### src/rtl/scan_mux_nx1_pkg.sv
// Shared constants and helpers for the scan_mux_nx1 N:1 sampling multiplexer.
package scan_mux_pkg;

  localparam logic MODE_MANUAL = 1'b0;
  localparam logic MODE_SCAN   = 1'b1;

  // Bit offset of channel k inside the flattened in_data bus.
  function automatic int unsigned ch_offset(input int unsigned k, input int unsigned data_w);
    return k * data_w;
  endfunction

endpackage

### src/rtl/scan_mux_nx1_if.sv
// Output stream of scan_mux_nx1: valid/ready handshake plus sample metadata.
// master = the mux (producer), slave = the serial consumer.
interface scan_mux_nx1_if #(
  parameter int N_CH   = 16,
  parameter int DATA_W = 1
) ();
  localparam int SEL_W = $clog2(N_CH);

  logic              out_valid;
  logic              out_ready;
  logic [DATA_W-1:0] out_data;
  logic [SEL_W-1:0]  out_ch;
  logic              out_last;
  logic              out_err;

  modport master (
    output out_valid, out_data, out_ch, out_last, out_err,
    input  out_ready
  );

  modport slave (
    input  out_valid, out_data, out_ch, out_last, out_err,
    output out_ready
  );
endinterface

### src/rtl/scan_mux_nx1_next_ch.sv
// Cyclic priority search over a channel enable mask, used by the skip-scan
// build of scan_mux_nx1. Only compiled when SCAN_MUX_SKIP_EN is defined.
//   cur_idx  : first enabled channel at or above idx (cyclic)
//   next_idx : first enabled channel strictly above cur_idx (cyclic)
//   lo_idx / hi_idx : lowest / highest enabled channel (0 when none)
//   any_en   : at least one channel enabled
`ifdef SCAN_MUX_SKIP_EN
module scan_mux_next_ch #(
  parameter  int N_CH  = 16,
  localparam int SEL_W = $clog2(N_CH)
) (
  input  logic [N_CH-1:0]  mask,
  input  logic [SEL_W-1:0] idx,
  output logic [SEL_W-1:0] cur_idx,
  output logic [SEL_W-1:0] next_idx,
  output logic [SEL_W-1:0] lo_idx,
  output logic [SEL_W-1:0] hi_idx,
  output logic             any_en
);

  logic cur_hit;
  logic next_hit;

  assign any_en = |mask;

  // Descending scans leave the lowest qualifying index as the final assignment.
  always_comb begin
    lo_idx   = '0;
    hi_idx   = '0;
    cur_idx  = '0;
    next_idx = '0;
    cur_hit  = 1'b0;
    next_hit = 1'b0;
    for (int k = N_CH - 1; k >= 0; k--) begin
      if (mask[k]) begin
        lo_idx = SEL_W'(k);
        if (k >= int'(idx)) begin
          cur_idx = SEL_W'(k);
          cur_hit = 1'b1;
        end
      end
    end
    if (!cur_hit) cur_idx = lo_idx;
    for (int k = N_CH - 1; k >= 0; k--) begin
      if (mask[k] && (k > int'(cur_idx))) begin
        next_idx = SEL_W'(k);
        next_hit = 1'b1;
      end
    end
    if (!next_hit) next_idx = lo_idx;
    for (int k = 0; k < N_CH; k++) begin
      if (mask[k]) hi_idx = SEL_W'(k);
    end
  end

endmodule
`endif

### src/rtl/scan_mux_nx1.sv
// scan_mux_nx1: N:1 word multiplexer with a registered valid/ready output.
// Manual mode picks the channel from sel; scan mode walks an internal pointer
// round-robin, advancing once per captured sample.
// Optional build macro SCAN_MUX_SKIP_EN adds ch_mask so the scan visits only
// enabled channels.
module scan_mux_nx1
  import scan_mux_pkg::*;
#(
  parameter  int N_CH   = 16,
  parameter  int DATA_W = 1,
  localparam int SEL_W  = $clog2(N_CH)
) (
  input  logic                   clk,
  input  logic                   rst,
  input  logic [N_CH*DATA_W-1:0] in_data,
  input  logic                   mode,
  input  logic [SEL_W-1:0]       sel,
  input  logic                   en,
`ifdef SCAN_MUX_SKIP_EN
  input  logic [N_CH-1:0]        ch_mask,
`endif
  scan_mux_nx1_if.master         out_if
);

  localparam logic [SEL_W-1:0] LAST_CH = SEL_W'(N_CH - 1);

  logic [DATA_W-1:0] ch_words [N_CH];
  logic [SEL_W-1:0]  ptr_reg;
  logic [SEL_W-1:0]  scan_ch;
  logic [SEL_W-1:0]  ptr_adv;
  logic [SEL_W-1:0]  ptr_home;
  logic              scan_ok;
  logic              scan_last;
  logic              free;
  logic              capture;
  logic [DATA_W-1:0] data_next;
  logic [SEL_W-1:0]  ch_next;
  logic              last_next;
  logic              err_next;

  for (genvar gi = 0; gi < N_CH; gi++) begin : g_slice
    assign ch_words[gi] = in_data[ch_offset(gi, DATA_W) +: DATA_W];
  end

`ifdef SCAN_MUX_SKIP_EN
  logic [SEL_W-1:0] hi_idx;
  logic             any_en;

  // ptr may point at a channel masked off since it was loaded; the search
  // resolves it to the next enabled one so no stale channel is sampled.
  scan_mux_next_ch #(.N_CH(N_CH)) u_next_ch (
    .mask     (ch_mask),
    .idx      (ptr_reg),
    .cur_idx  (scan_ch),
    .next_idx (ptr_adv),
    .lo_idx   (ptr_home),
    .hi_idx   (hi_idx),
    .any_en   (any_en)
  );

  assign scan_ok   = any_en;
  assign scan_last = (scan_ch == hi_idx);
`else
  assign scan_ch   = ptr_reg;
  assign ptr_adv   = (ptr_reg == LAST_CH) ? '0 : ptr_reg + 1'b1;
  assign ptr_home  = '0;
  assign scan_ok   = 1'b1;
  assign scan_last = (ptr_reg == LAST_CH);
`endif

  assign free    = !out_if.out_valid || out_if.out_ready;
  assign capture = en && free && ((mode == MODE_MANUAL) || scan_ok);

  // Select the sample and its metadata for the current mode.
  always_comb begin
    data_next = '0;
    ch_next   = '0;
    last_next = 1'b0;
    err_next  = 1'b0;
    if (mode == MODE_MANUAL) begin
      ch_next  = sel;
      err_next = (int'(sel) >= N_CH);
      if (!err_next) data_next = ch_words[sel];
    end else begin
      ch_next   = scan_ch;
      data_next = ch_words[scan_ch];
      last_next = scan_last;
    end
  end

  // Output register: load on capture, retire on accept, otherwise hold.
  always_ff @(posedge clk) begin
    if (rst) begin
      out_if.out_valid <= 1'b0;
      out_if.out_data  <= '0;
      out_if.out_ch    <= '0;
      out_if.out_last  <= 1'b0;
      out_if.out_err   <= 1'b0;
    end else if (capture) begin
      out_if.out_valid <= 1'b1;
      out_if.out_data  <= data_next;
      out_if.out_ch    <= ch_next;
      out_if.out_last  <= last_next;
      out_if.out_err   <= err_next;
    end else if (out_if.out_ready) begin
      out_if.out_valid <= 1'b0;
    end
  end

  // Scan pointer: parked at home in manual mode, advances once per scan capture.
  always_ff @(posedge clk) begin
    if (rst) begin
      ptr_reg <= ptr_home;
    end else if (mode == MODE_MANUAL) begin
      ptr_reg <= ptr_home;
    end else if (capture) begin
      ptr_reg <= ptr_adv;
    end
  end

endmodule

### src/flat_wrapper.sv
// flat-port wrapper written by rule: the top's interface ports become plain ports
module scan_mux_nx1_flat import scan_mux_pkg::*;
#(
  parameter  int N_CH   = 16,
  parameter  int DATA_W = 1,
  localparam int SEL_W  = $clog2(N_CH)
)
  (clk, rst, in_data, mode, sel, en, out_if_out_valid, out_if_out_data, out_if_out_ch, out_if_out_last, out_if_out_err, out_if_out_ready);
  scan_mux_nx1_if #(.N_CH(N_CH), .DATA_W(DATA_W)) out_if_i ();
  input  logic clk;
  input  logic rst;
  input  logic [N_CH*DATA_W-1:0] in_data;
  input  logic mode;
  input  logic [SEL_W-1:0] sel;
  input  logic en;
  output wire logic [$bits(out_if_i.out_valid)-1:0] out_if_out_valid;
  output wire logic [$bits(out_if_i.out_data)-1:0] out_if_out_data;
  output wire logic [$bits(out_if_i.out_ch)-1:0] out_if_out_ch;
  output wire logic [$bits(out_if_i.out_last)-1:0] out_if_out_last;
  output wire logic [$bits(out_if_i.out_err)-1:0] out_if_out_err;
  input wire logic [$bits(out_if_i.out_ready)-1:0] out_if_out_ready;
  assign out_if_out_valid = out_if_i.out_valid;
  assign out_if_out_data = out_if_i.out_data;
  assign out_if_out_ch = out_if_i.out_ch;
  assign out_if_out_last = out_if_i.out_last;
  assign out_if_out_err = out_if_i.out_err;
  assign out_if_i.out_ready = out_if_out_ready;
  scan_mux_nx1 #(.N_CH(N_CH), .DATA_W(DATA_W)) u_core (.clk(clk), .rst(rst), .in_data(in_data), .mode(mode), .sel(sel), .en(en), .out_if(out_if_i));
endmodule
### config.mk
export PLATFORM = sky130hd
export DESIGN_NAME = scan_mux_nx1_flat
export DESIGN_NICKNAME = d
export VERILOG_FILES = /design/src/rtl/scan_mux_nx1_pkg.sv /design/src/rtl/scan_mux_nx1_if.sv /design/src/rtl/scan_mux_nx1_next_ch.sv /design/src/rtl/scan_mux_nx1.sv /design/src/flat_wrapper.sv
export SDC_FILE = /design/constraint.sdc
export NUM_CORES = 1
export LEC_CHECK = 0
export CAP_MARGIN = 20
export CORE_ASPECT_RATIO = 0.75
export CORE_UTILIZATION = 30
export DETAILED_ROUTE_END_ITERATION = 7
export GPL_TIMING_DRIVEN = 1
export HOLD_SLACK_MARGIN = 0.06
export PLACE_DENSITY = 0.57
export SLEW_MARGIN = 10
export SYNTH_ARGS = -nofsm -noshare
export SYNTH_HDL_FRONTEND = slang
export SYNTH_HIERARCHICAL = 1
export SYNTH_SLANG_ARGS = --single-unit
### constraint.sdc
create_clock -name clk -period 2.1 [get_ports clk]
set_input_delay 0.42 -clock clk [delete_from_list [all_inputs] [get_ports clk]]
set_output_delay 0.42 -clock clk [all_outputs]
set_load 0.03 [all_outputs]
# == Yosys cells after proc, flatten, opt, wreduce, memory -nomap -nowiden ==
# Cells that the tools add are included.
# Widths: inputs -> output; s select.
# totals
ff_bits,11
inputBits,25
output_inout_bits,8
word_cells,29
# classes
n_addsub,1
magnitude_cmp,2
n_eq_ne,1
muxes,12
bitwise,3
n_reduce_logical,5
# ops
op,count
$ge 5x5->1 const B,2
$not 4->5,2
$bmux 1 s4,2
$mux 1,8
$mux 4,2
$add 4x1->4 const B,1
$eq 4x4->1 const B,1
$reduce_bool 2->1,1
$reduce_or 2->1,1
$logic_and 1x1->1,1
$logic_not 1->1,1
$logic_or 1x1->1,1
$not 1->1,1

# == Logic depth before layout (Yosys ltp) ==
# logic_depth
word_depth,5
depth_mapped,7
mapped_depth_nobuf,5

# == Worst setup path before layout ==
# Ideal clock, no wire load.
# synth_timing
kind,register to register
startpoint,reg u_core.ptr_reg[0]
endpoint,reg u_core.out_if.out_data
setup_time_ns,0.079
arrival_ns,1.514
required_ns,2.021
path_slack_ns,0.507
stages_incl_launch_ff,8
n_path_buf,2
synth_period_minus_slack_ns,1.593
cell_sequence,dfxtp_1 > buf_4 > buf_8 > mux2i_1 > mux4_2 > nand3_1 > nand4_1 > a211oi_2
# synth_between
elab_chain_len,5
# synth_lines
element,line,rtl
"start, declared",scan_mux_nx1.sv:28,logic [SEL_W-1:0] ptr_reg;
"start signal, assigned",scan_mux_nx1.sv:113,ptr_reg <= ptr_home;
"start signal, assigned",scan_mux_nx1.sv:115,ptr_reg <= ptr_home;
"start signal, assigned",scan_mux_nx1.sv:117,ptr_reg <= ptr_adv;
$not 4->5 (not written as such),scan_mux_nx1.sv:86,data_next = ch_words[scan_ch];
$bmux 1 s4,scan_mux_nx1.sv:86,
$mux 1 (not written as such) (2 in series),scan_mux_nx1.sv:86,
$mux 1,scan_mux_nx1.sv:80,if (mode == MODE_MANUAL) begin
"end signal, assigned",scan_mux_nx1.sv:101,out_if.out_data <= data_next;
"end, declared",scan_mux_nx1_if.sv:17,"output out_valid, out_data, out_ch, out_last, out_err,"
# No other way between the ends. The select of a mux whose other input is x is not followed.
# A chain may end at the register's enable or synchronous reset.

# == Worst setup path after layout ==
# layout_timing
startpoint,in sel[0]
endpoint,reg u_core.out_if.out_data
# layout_between
elab_chain_len,5
# layout_lines
element,line,rtl
"start, declared",flat_wrapper.sv:14,input logic [SEL_W-1:0] sel;
$not 4->5 (not written as such),scan_mux_nx1.sv:83,if (!err_next) data_next = ch_words[sel];
$bmux 1 s4,scan_mux_nx1.sv:83,
$mux 1 (not written as such) (2 in series),scan_mux_nx1.sv:83,
$mux 1,scan_mux_nx1.sv:80,
# No other way between the ends. The select of a mux whose other input is x is not followed.

==> impl_metrics.tcl <==
set metrics [dict create \
    die_height_um 46.50 \
    start_util_pct 32.97 \
    tightest_slew_ps 517.2 \
    vias_per_cell 4.935 \
    post_cts_resized 0 \
    slew_headroom_pct 65.48 \
    rows 15 \
    synth_top_area_share_pct 27.80 \
    regArea_um2 220.2 \
    dieArea_mm2 0.002852 \
    grt.total_usage_pct 15.51 \
    avgSynthCellArea_um2 9.209 \
    pre_cts_ws_ps -11.13 \
    layout_commonest_cell "clkdlybuf4s50_1" \
    drt_iter0_drc 29 \
    peakVddDrop_mv 0.2167 \
    critPathLaunchType "input pin" \
    place_inst 150 \
    vias 760 \
    synthToLayoutAreaGrowth_pct 48.02 \
    synth.distinct_cells 28 \
    hpwl_um 1584 \
    clk_pin_slew_ps 70 \
    cts_buffer_depth 2 \
    synth_fp_nets 112 \
    antenna_found_initial 0 \
    ctsHoldBuffers 0 \
    synth_top_area_cell "dfxtp_1" \
    final_cells 154 \
    routed_wl_um 2024 \
    cap_violations 0 \
    hold_path.class "reg -> reg" \
    power_frac_seq_pct 41.5 \
    layout_setup_ws_ps 299.5 \
    ant_nets 0 \
    fin_skew_ps 0.9363 \
    diodes 0 \
    n_fill_cell 254 \
    final_nets 147 \
    layout-drive-gt1-share_pct 14.17 \
    cts_tree "done" \
    min_period_ps 1801 \
    drv_slew 0 \
    cp_max_fo 6 \
    path_class "in -> reg" \
    cts_sinks 11 \
    drc 0 \
    final_area_mm2 0.001172 \
    netlist_area_um2 792.0 \
    cts_setup_buffers 0 \
    gp_congestion 0.7794 \
    core-area_mm2 0.002402 \
    synth.area.top_cells "dfxtp_1, mux2i_1, mux4_2" \
    setup_viol 0 \
    grt_pass1_vias 680 \
    grt_pass1_wl_um 3077 \
    p_sw_share_pct 28.85 \
    wl_per_cell_um 13.14 \
    synth-seq-cells 11 \
    insertion_delay_ps 270 \
    end_kind "flip-flop" \
    syn_inst 86 \
    overflow 0 \
    fin_hold_ws_ps 499.8 \
    required_ps 2270 \
    internal_power_mw 0.3890 \
    power.switching_mw 0.1577 \
    ys_warn_count 6 \
    io_pins 33 \
    htree_levels 1 \
    max_freq_mhz 555.4 \
    final_cell_mix "clkdlybuf4s50_1, mux2i_1, dfxtp_1" \
    die_x_um 61.33 \
    clkPwrFrac_pct 27.3 \
    hold_violations 0 \
    p_leak_nw 0.4321 \
    critPathArrivalTime_ps 1970 \
    dpl_cell_area_mm2 0.001146 \
    multi_input_area_um2 513.0 \
    rsz0062_at_grt "no" \
    p_per_area_mw_per_mm2 466.3 \
    portBuffers 31 \
    run_status "complete, no violations" \
    fin_crit_sh_pct 85.74 \
    combPwrFrac_pct 31.2 \
    cts-root-buf "clkbuf_4" \
    yosysSeqAreaShare_pct 27.80 \
    first_pass_iters 4 \
    numCtsBuffers 3 \
    grt_max_degree 11 \
]
==> metrics by stage <==
stage                     utilization, %  power (mW)  TNS, ps
after floorplan                        -      0.3217        0
after global placement             47.71      0.4018        0
after detailed placement           47.71      0.4018   -11.13
after CTS                          48.80      0.5532        0
after global routing               48.80      0.5758        0
final                              48.80      0.5467        0
==> synthesized netlist by cell type, drive strengths merged <==
library cell and instances:
mux4 4, xor2 1, nand3 2, clkbuf 3
nand3b 1, nor3 1, o221ai 1, mux2 2
nand2 8, nand2b 4, a311oi 3, and2 1
o211ai 1, dfxtp 11, a41oi 1, nor2 8
mux2i 13, nor2b 1, inv 2, ha 1
a21oi 5, buf 5, conb 1, a211oi 5
nand4 1
==> kinds of logic after synthesis <==
group	share of synthesized area (%)
simple gates	15.96
mux	30.65
compound gates	15.01
flops	27.80
buf+inv	7.424
fa+ha+maj	1.580
other cells	0.4735
xor+xnor	1.106
==> critical path, cell delays in order <==
cell,delay (ps)
clkdlybuf4s50_1,640
mux2_2,370
a211oi_1,220
o211ai_1,120
nand4_1,110
a211oi_2,70
==> layer usage <==
metal / track usage, % / wire length (µm) / part of all wire (%) / up-vias
met1: 21.08 / 1014 / 50 / 341
met2: 21.74 / 776 / 38 / 28
met5: 0 / 0 / 0 / -
met3: 6.742 / 210 / 10 / 4
met4: 5.333 / 22 / 1.1 / 0
li1: - / - / - / 387
==> area by class of cell <==
class                   instances  area share, %
clock buffers                   4          2.241
inverters                       2         0.6403
multi-input cells              65          43.76
flip-flops and latches         11          18.78
well taps                      34          3.629
repair buffers                 38          30.95
==> path summary, 6_finish.rpt <==
kind	start	endpoint	slack, ps	cells past startpoint
setup / recovery	sel[0]	u_core/out_if.out_data	300	6
hold / removal	u_core/out_if.out_ch[2]	u_core/out_if.out_ch[2]	500	2
setup reg to reg	u_core/ptr_reg[0]	u_core/out_if.out_data	320	5
hold reg to reg	u_core/out_if.out_ch[2]	u_core/out_if.out_ch[2]	500	2
==> power groups by stage <==
stage | clock network [mW] | registers [mW] | logic, mW
finish | 0.149 | 0.227 | 0.171
global route | 0.164 | 0.228 | 0.184
CTS | 0.155 | 0.227 | 0.171
detailed placement | 0 | 0.232 | 0.170
global placement | 0 | 0.232 | 0.170
floorplan | 0 | 0.245 | 0.0764
Note: power is estimated with default switching activity, not from simulation.
